### src/rtl/lsu_ctrl.sv
// lsu_ctrl: RV32I load/store sequencer in front of a word-wide memory with a
// combinational read port. Loads read and extend one lane; SB/SH perform a
// read-modify-write; SW writes straight through. Illegal codes answer with an
// error response and never touch memory.
// Optional feature: define LSU_MISALIGN_CHECK_EN to fault misaligned half/word
// accesses; without it the low offset bits are ignored (forced aligned).
module lsu_ctrl #(
   parameter int ADDR_W = 8
) (
   input  logic              clock,
   input  logic              resetn,
   input  logic              req_valid,
   output logic              req_ready,
   input  logic              req_we,
   input  logic [2:0]        req_func3,
   input  logic [31:0]       req_addr,
   input  logic [31:0]       req_wdata,
   output logic              resp_valid,
   output logic [31:0]       resp_rdata,
   output logic              resp_err,
   output logic [ADDR_W-1:0] mem_addr,
   output logic [31:0]       mem_din,
   output logic              mem_wren,
   output logic [2:0]        mem_func3,
   input  logic [31:0]       mem_dout
);

   typedef enum logic [1:0] {IDLE, RD, WR, RESP} state_t;

   state_t              state;
   logic                we_q;
   logic [2:0]          f3_q;
   logic [ADDR_W+1:0]   addr_q;
   logic [31:0]         wdata_q;
   logic [31:0]         rbuf;

   logic                accept;
   logic                illegal;
   logic                misalign;
   logic [7:0]          byte_sel;
   logic [15:0]         half_sel;
   logic [31:0]         ld_data;
   logic [31:0]         st_word;
   logic                unused_addr;

   // Address bits above the memory reach do not select anything.
   assign unused_addr = ^req_addr[31:ADDR_W+2];

   assign accept    = req_valid && (state == IDLE);
   assign req_ready = (state == IDLE);
   assign mem_addr  = addr_q[ADDR_W+1:2];
   assign mem_func3 = 3'b010;

   // Write port is decoded from the state so an async reset drops it at once.
   assign mem_wren  = (state == WR);
   assign mem_din   = (state == WR) ? st_word : 32'h0;

   // Legal codes: loads 000/001/010/100/101, stores 000/001/010.
   always_comb begin
      illegal = 1'b0;
      if (req_we)
         illegal = (req_func3 > 3'b010);
      else
         illegal = (req_func3 == 3'b011) || (req_func3 == 3'b110) || (req_func3 == 3'b111);
   end

   // Misalignment fault, only when the check is built in.
   always_comb begin
      misalign = 1'b0;
`ifdef LSU_MISALIGN_CHECK_EN
      case (req_func3[1:0])
         2'b01:   misalign = req_addr[0];
         2'b10:   misalign = (req_addr[1:0] != 2'b00);
         default: misalign = 1'b0;
      endcase
`endif
   end

   // Lane select and extension of the word being read in RD.
   always_comb begin
      byte_sel = mem_dout[{addr_q[1:0], 3'b000} +: 8];
      half_sel = addr_q[1] ? mem_dout[31:16] : mem_dout[15:0];
      case (f3_q)
         3'b000:  ld_data = {{24{byte_sel[7]}}, byte_sel};
         3'b001:  ld_data = {{16{half_sel[15]}}, half_sel};
         3'b100:  ld_data = {24'h0, byte_sel};
         3'b101:  ld_data = {16'h0, half_sel};
         default: ld_data = mem_dout;
      endcase
   end

   // Store word: SW passes wdata through, SB/SH merge into the read buffer.
   always_comb begin
      st_word = rbuf;
      case (f3_q[1:0])
         2'b00: st_word[{addr_q[1:0], 3'b000} +: 8] = wdata_q[7:0];
         2'b01: begin
            if (addr_q[1])
               st_word[31:16] = wdata_q[15:0];
            else
               st_word[15:0]  = wdata_q[15:0];
         end
         default: st_word = wdata_q;
      endcase
   end

   // Request FSM with registered response fields.
   always_ff @(posedge clock or negedge resetn) begin
      if (!resetn) begin
         state      <= IDLE;
         we_q       <= 1'b0;
         f3_q       <= 3'b000;
         addr_q     <= '0;
         wdata_q    <= 32'h0;
         rbuf       <= 32'h0;
         resp_valid <= 1'b0;
         resp_rdata <= 32'h0;
         resp_err   <= 1'b0;
      end else begin
         resp_valid <= 1'b0;
         case (state)
            IDLE: begin
               if (accept) begin
                  we_q    <= req_we;
                  f3_q    <= req_func3;
                  addr_q  <= req_addr[ADDR_W+1:0];
                  wdata_q <= req_wdata;
                  if (illegal || misalign) begin
                     state      <= RESP;
                     resp_valid <= 1'b1;
                     resp_rdata <= 32'h0;
                     resp_err   <= 1'b1;
                  end else if (req_we && (req_func3 == 3'b010))
                     state <= WR;
                  else
                     state <= RD;
               end
            end
            RD: begin
               rbuf <= mem_dout;
               if (we_q)
                  state <= WR;
               else begin
                  state      <= RESP;
                  resp_valid <= 1'b1;
                  resp_rdata <= ld_data;
                  resp_err   <= 1'b0;
               end
            end
            WR: begin
               state      <= RESP;
               resp_valid <= 1'b1;
               resp_rdata <= 32'h0;
               resp_err   <= 1'b0;
            end
            default: state <= IDLE;
         endcase
      end
   end

endmodule

### config.mk
export PLATFORM = sky130hd
export DESIGN_NAME = lsu_ctrl
export DESIGN_NICKNAME = d
export VERILOG_FILES = /design/src/rtl/lsu_ctrl.sv
export SDC_FILE = /design/constraint.sdc
export NUM_CORES = 1
export LEC_CHECK = 0
export ABC_AREA = 1
export BUFFER_PORTS_ARGS = -buffer_cell sky130_fd_sc_hd__buf_2
export CORE_ASPECT_RATIO = 0.75
export CORE_UTILIZATION = 57
export DETAILED_ROUTE_END_ITERATION = 6
export PLACE_DENSITY_LB_ADDON = 0.2
export SYNTH_ARGS = -nofsm -noshare
export SYNTH_HDL_FRONTEND = slang
export SYNTH_SLANG_ARGS = --single-unit
export TNS_END_PERCENT = 1
### constraint.sdc
create_clock -name clock -period 4.29 [get_ports clock]
set_input_delay 0.2145 -clock clock [delete_from_list [all_inputs] [get_ports clock]]
set_output_delay 0.2145 -clock clock [all_outputs]
set_load 0.05 [all_outputs]
* Word-level counts from Yosys, hierarchy flattened *
Index checks and enable logic that the tools add are counted.

cells by class
  shifts and indexed selects = 3
  add/subtract/negate cells = 1
  reductions and logical operators = 10
  magnitude comparators = 1
  multiplexer cells = 25
  equal/unequal tests = 13

operator list
  kind                      number
  $mux W32                  4
  $pmux W32 S4              1
  $pmux W32 S3              1
  $pmux W32 S2              1
  $mux W16                  3
  $bwmux W32                1
  $shift A8 B7 Y32 const A  1
  $shiftx A32 B6 Y8         1
  $shiftx A8 B7 Y32         1
  $eq A3 B3 Y1 const B      4
  $mux W1                   8
  $neg A5 Y7                1
  $eq A3 B2 Y1 const B      2
  $mux W2                   3
  $pmux W1 S3               2
  $pmux W2 S3               1
  $eq A2 B1 Y1 const B      2
  $logic_not A2 Y1          2
  $ne A2 B1 Y1 const B      2
  $reduce_and A4 Y1         1
  $eq A3 B1 Y1 const B      1
  $gt A3 B2 Y1 const B      1
  $logic_not A3 Y1          1
  $reduce_bool A3 Y1        1
  other kinds (5)           7

word-level totals
  logic and storage cells = 62
  bits of input ports = 103
  bits in registers = 114
  output and inout bits = 79

* Longest topological paths before layout *
  depth in word-level cells = 7
  depth in mapped cells = 10
  depth with buffers taken out = 9

* Worst setup path before layout *
Ideal clock, no wire load.

  path type = register to output
  start point = register addr_q[0]
  end point = output mem_din[0]
  path buffers = 1
  data required time = 4076 ps
  arrival time = 2781 ps
  setup slack = 1294 ps
  cell stages (with the launch flop) = 8
  path through = dfrtp_1 inv_1 clkbuf_1 ha_1 nand2_1 nor2_1 nand3_1 a211oi_1

between the ends
  word-level cells in the longest chain between the ends = 5
  elaborated cells between the ends (all ways) = 6
  those cells by class = add/sub: 1; shift: 2; mux: 3

ends and longest elaborated chain
  item                                                          line  RTL
  start: declaration                                            33    logic [ADDR_W+1:0] addr_q;
  start signal: assignment                                      126   addr_q <= req_addr[ADDR_W+1:0];
  $neg A5 Y7 *                                                  96    2'b00: st_word[{addr_q[1:0], 3'b000} +: 8] = wdata_q[7:0];
  $shiftx A8 B7 Y32 / $shift A8 B7 Y32 (equally long branches)  96
  $bwmux W32 *                                                  96
  $pmux W32 S2 *                                                95    case (f3_q[1:0])
  $mux W32 *                                                    56    assign mem_din = (state == WR) ? st_word : 32'h0;
  end: declaration                                              22    output logic [31:0] mem_din,

Every way passes the cells marked *; elsewhere a longest branch is shown, timed or not.

* Worst setup path after layout *
  start point = register addr_q[0]
  end point = output mem_din[6]

The elaborated chain is that of the path after synthesis.

==> results.json <==
{
  "crit_fanout": 14,
  "start_kind": "flip-flop",
  "crit_path_start": "addr_q[0]$_DFFE_PN0P_",
  "final_area_um2": 7720,
  "dpl_cell_area_um2": 7170,
  "cts.clk_slew.worst_paths_ps": 50,
  "synthAdderAreaFrac": 0.0174,
  "critPathCaptureType": "primary output",
  "timing.hold.ws_ps": -34.0,
  "slew-limit-headroom": 0.267,
  "io_buffers": 156,
  "maxSlewViolCount": 0,
  "die_y_um": 94.2,
  "worstReg2RegStart": "state[1]$_DFFE_PN0N_",
  "clock-sinks": 114,
  "grt_pass1_wl_mm": 29.4,
  "p_clk_frac": 0.180,
  "cts_buffer_depth": 2,
  "post_cts_buffers": 0,
  "synth-simple-area-share": 0.257,
  "start_util": 0.589,
  "tritoncts": "built",
  "fmax_mhz": 291,
  "rrSetupSlack_ps": 1600,
  "post_cts_resized": 0,
  "crit_required_ps": 4080,
  "gp_congestion": 0.906,
  "post-synth-top-area-cell": "dfrtp_1",
  "diodes": 0,
  "drt_wl_total_mm": 18.3,
  "rr_worst_depth": 9,
  "synthMuxAreaShare": 0.0557,
  "multi_input_area_um2": 3070,
  "worst_pin_slew_ps": 1100,
  "rows": 33,
  "cts_buffers": 17,
  "regToRegEndpoint": "resp_rdata[5]$_DFFE_PN0P_",
  "cts_htree_levels": 4,
  "clock_latency_ps": 410,
  "fill_cells": 937,
  "synth.lib_cells_used.distinct": 27,
  "power_uw": 7300,
  "crit_family": "buffers and inverters",
  "p_sw_frac": 0.523,
  "synth_area_leaders": "dfrtp_1, nand2_1, o21ai_0",
  "fp.coreArea_um2": 11000,
  "synthesis.area_um2": 6460,
  "status": "finished with violations",
  "grt_pass1_vias": 5940,
  "ys_seq_elements": 114,
  "rsz0062_at_grt": "no",
  "yosys_warnings": 0,
  "pwr-share-comb": 0.552,
  "drc": 23,
  "gr-usage-all-layers": 0.322,
  "cap_violations": 0,
  "drive_gt1_frac": 0.235,
  "synth_top_family_by_area": "simple AND/OR/NAND/NOR gates",
  "synthToLayoutAreaGrowth_pct": 19.5,
  "final_nets": 1102,
  "crit_path_top_delay_cell": "dfrtp_1",
  "drt-vias-per-instance": 5.66,
  "num_vias": 6475,
  "internal_power_uw": 3480,
  "most-common-layout-cells": "nand2_1, buf_2, dfrtp_1",
  "io_pins": 182,
  "fin_setup_tns_ps": 0,
  "synth_xor_area_frac": 0,
  "synth-main-ff-cell": "dfrtp_1",
  "layout_min_cycle_time_ps": 3440,
  "dieArea_um2": 11800,
  "crit_chain": "inv_1 -> ha_1 -> nand2_1 -> nor2_1 -> nand3_1 -> a211oi_1 -> buf_2",
  "setup_viol_count_final": 0,
  "avgRoutedWirePerCell_um": 16.0,
  "drtPass1Iterations": 7,
  "p_per_area_nw_per_um2": 945,
  "arrival_ps": 3220,
  "synth_top_area_frac": 0.441,
  "hpwl_mm": 12.6,
  "cts-root-buf": "clkbuf_16",
  "criticalPathCategory": "flip-flop to primary output",
  "p_leak_uw": 0.00411,
  "grt_overflow": 0,
  "crit_buf_inv": 2,
  "ir_worst_vdd_mv": 0.579,
  "async_flop_share": 1.00,
  "critical-path-max-stage-delay_ps": 550,
  "p_seq_frac": 0.268,
  "synth_edf_count": 0,
  "avgSynthCellArea_um2": 7.50,
  "syn_inst": 862,
  "hold_violations": 27,
  "grt_max_degree": 84,
  "synth_compound_area_frac": 0.143,
  "min_path_type": "input pin to async pin",
  "ant_nets": 0,
  "drtIter0Drc": 745,
  "period_share": 0.801,
  "finalClockSkew_ps": 5.68,
  "p_switching_uw": 3820,
  "ff_latch_area_um2": 2850,
  "mostFrequentLayoutCell": "nand2_1",
  "postCtsHoldBufs": 0,
  "violations": "DRC, hold timing",
  "antenna_found_initial": 0,
  "seq_area_frac_synth": 0.441,
  "die_x_um": 125
}
-- kinds of logic after synthesis --
kind of cell,Yosys count
other,2
buffers and inverters,117
flip-flops,114
multiplexers,32
AND/OR/NAND/NOR,415
adder cells (fa/ha/maj),9
AO/OA/AOI/OAI,173
-- Yosys cell counts (2+ instances only) --
cell type  number
inv_1          57
a211oi_1        8
ha_1            9
nand2_4         2
inv_2           2
a22oi_1         7
conb_1          2
clkinv_1        2
dfrtp_1       114
nor2_4          2
buf_4          14
mux2_2         32
buf_6           5
o22ai_1        16
nand3_1        41
nor2_1        101
buf_1           3
o21ai_0        77
clkbuf_1       21
a21oi_1        65
nand2_1       264
buf_2          13
-- flip-flops by register name, summed over array words and instances, names as in the netlist --
| name | cells |
|---|---|
| addr_q | 10 |
| f3_q | 3 |
| rbuf | 32 |
| resp_err | 1 |
| resp_rdata | 32 |
| resp_valid | 1 |
| state | 2 |
| wdata_q | 32 |
| we_q | 1 |
-- power by group through the flow --
stage	logic (uW)	registers (uW)	clock network, uW
after global placement	3900	1950	0
final	4020	1960	1310
after detailed placement	3950	1960	0
after global routing	4350	2020	1370
after floorplan	2680	2380	0
after CTS	3980	1950	1320
-- stage by stage --
step / utilization / cells / setup slack (ps)
after floorplan: - / 863 / 1290
after global placement: 0.653 / 1111 / 1410
after detailed placement: 0.653 / 1111 / 1320
after CTS: 0.703 / 1143 / 882
after global routing: 0.703 / 1143 / 736
final: 0.703 / 1143 / 854
-- cell type report --
type | instances | area share
Clock buffer | 22 | 0.0601
Clock inverter | 10 | 0.0110
Inverter | 61 | 0.0297
Multi-Input combinational cell | 632 | 0.398
Sequential cell | 114 | 0.369
Tap cell | 140 | 0.0227
Timing Repair Buffer | 164 | 0.109
-- how the worst max path moves through the flow --
stage / end / slack (ps) / cells after the start
3_5_place_dp: mem_din[6] / 1320 / 7
6_report: mem_din[6] / 850 / 7
2_1_floorplan: mem_din[0] / 1290 / 7
3_3_place_gp: mem_din[6] / 1410 / 7
5_1_grt: mem_din[5] / 740 / 7
4_1_cts: mem_din[6] / 880 / 7
-- layer usage --
layer	GRT usage	wire [um]	up-vias
li1	-	-	3031
met1	0.440	7760	3009
met2	0.493	8090	381
met3	0.0718	1890	54
met4	0.143	580	0
met5	0	0	-
Power figures use the tool's default switching activity.
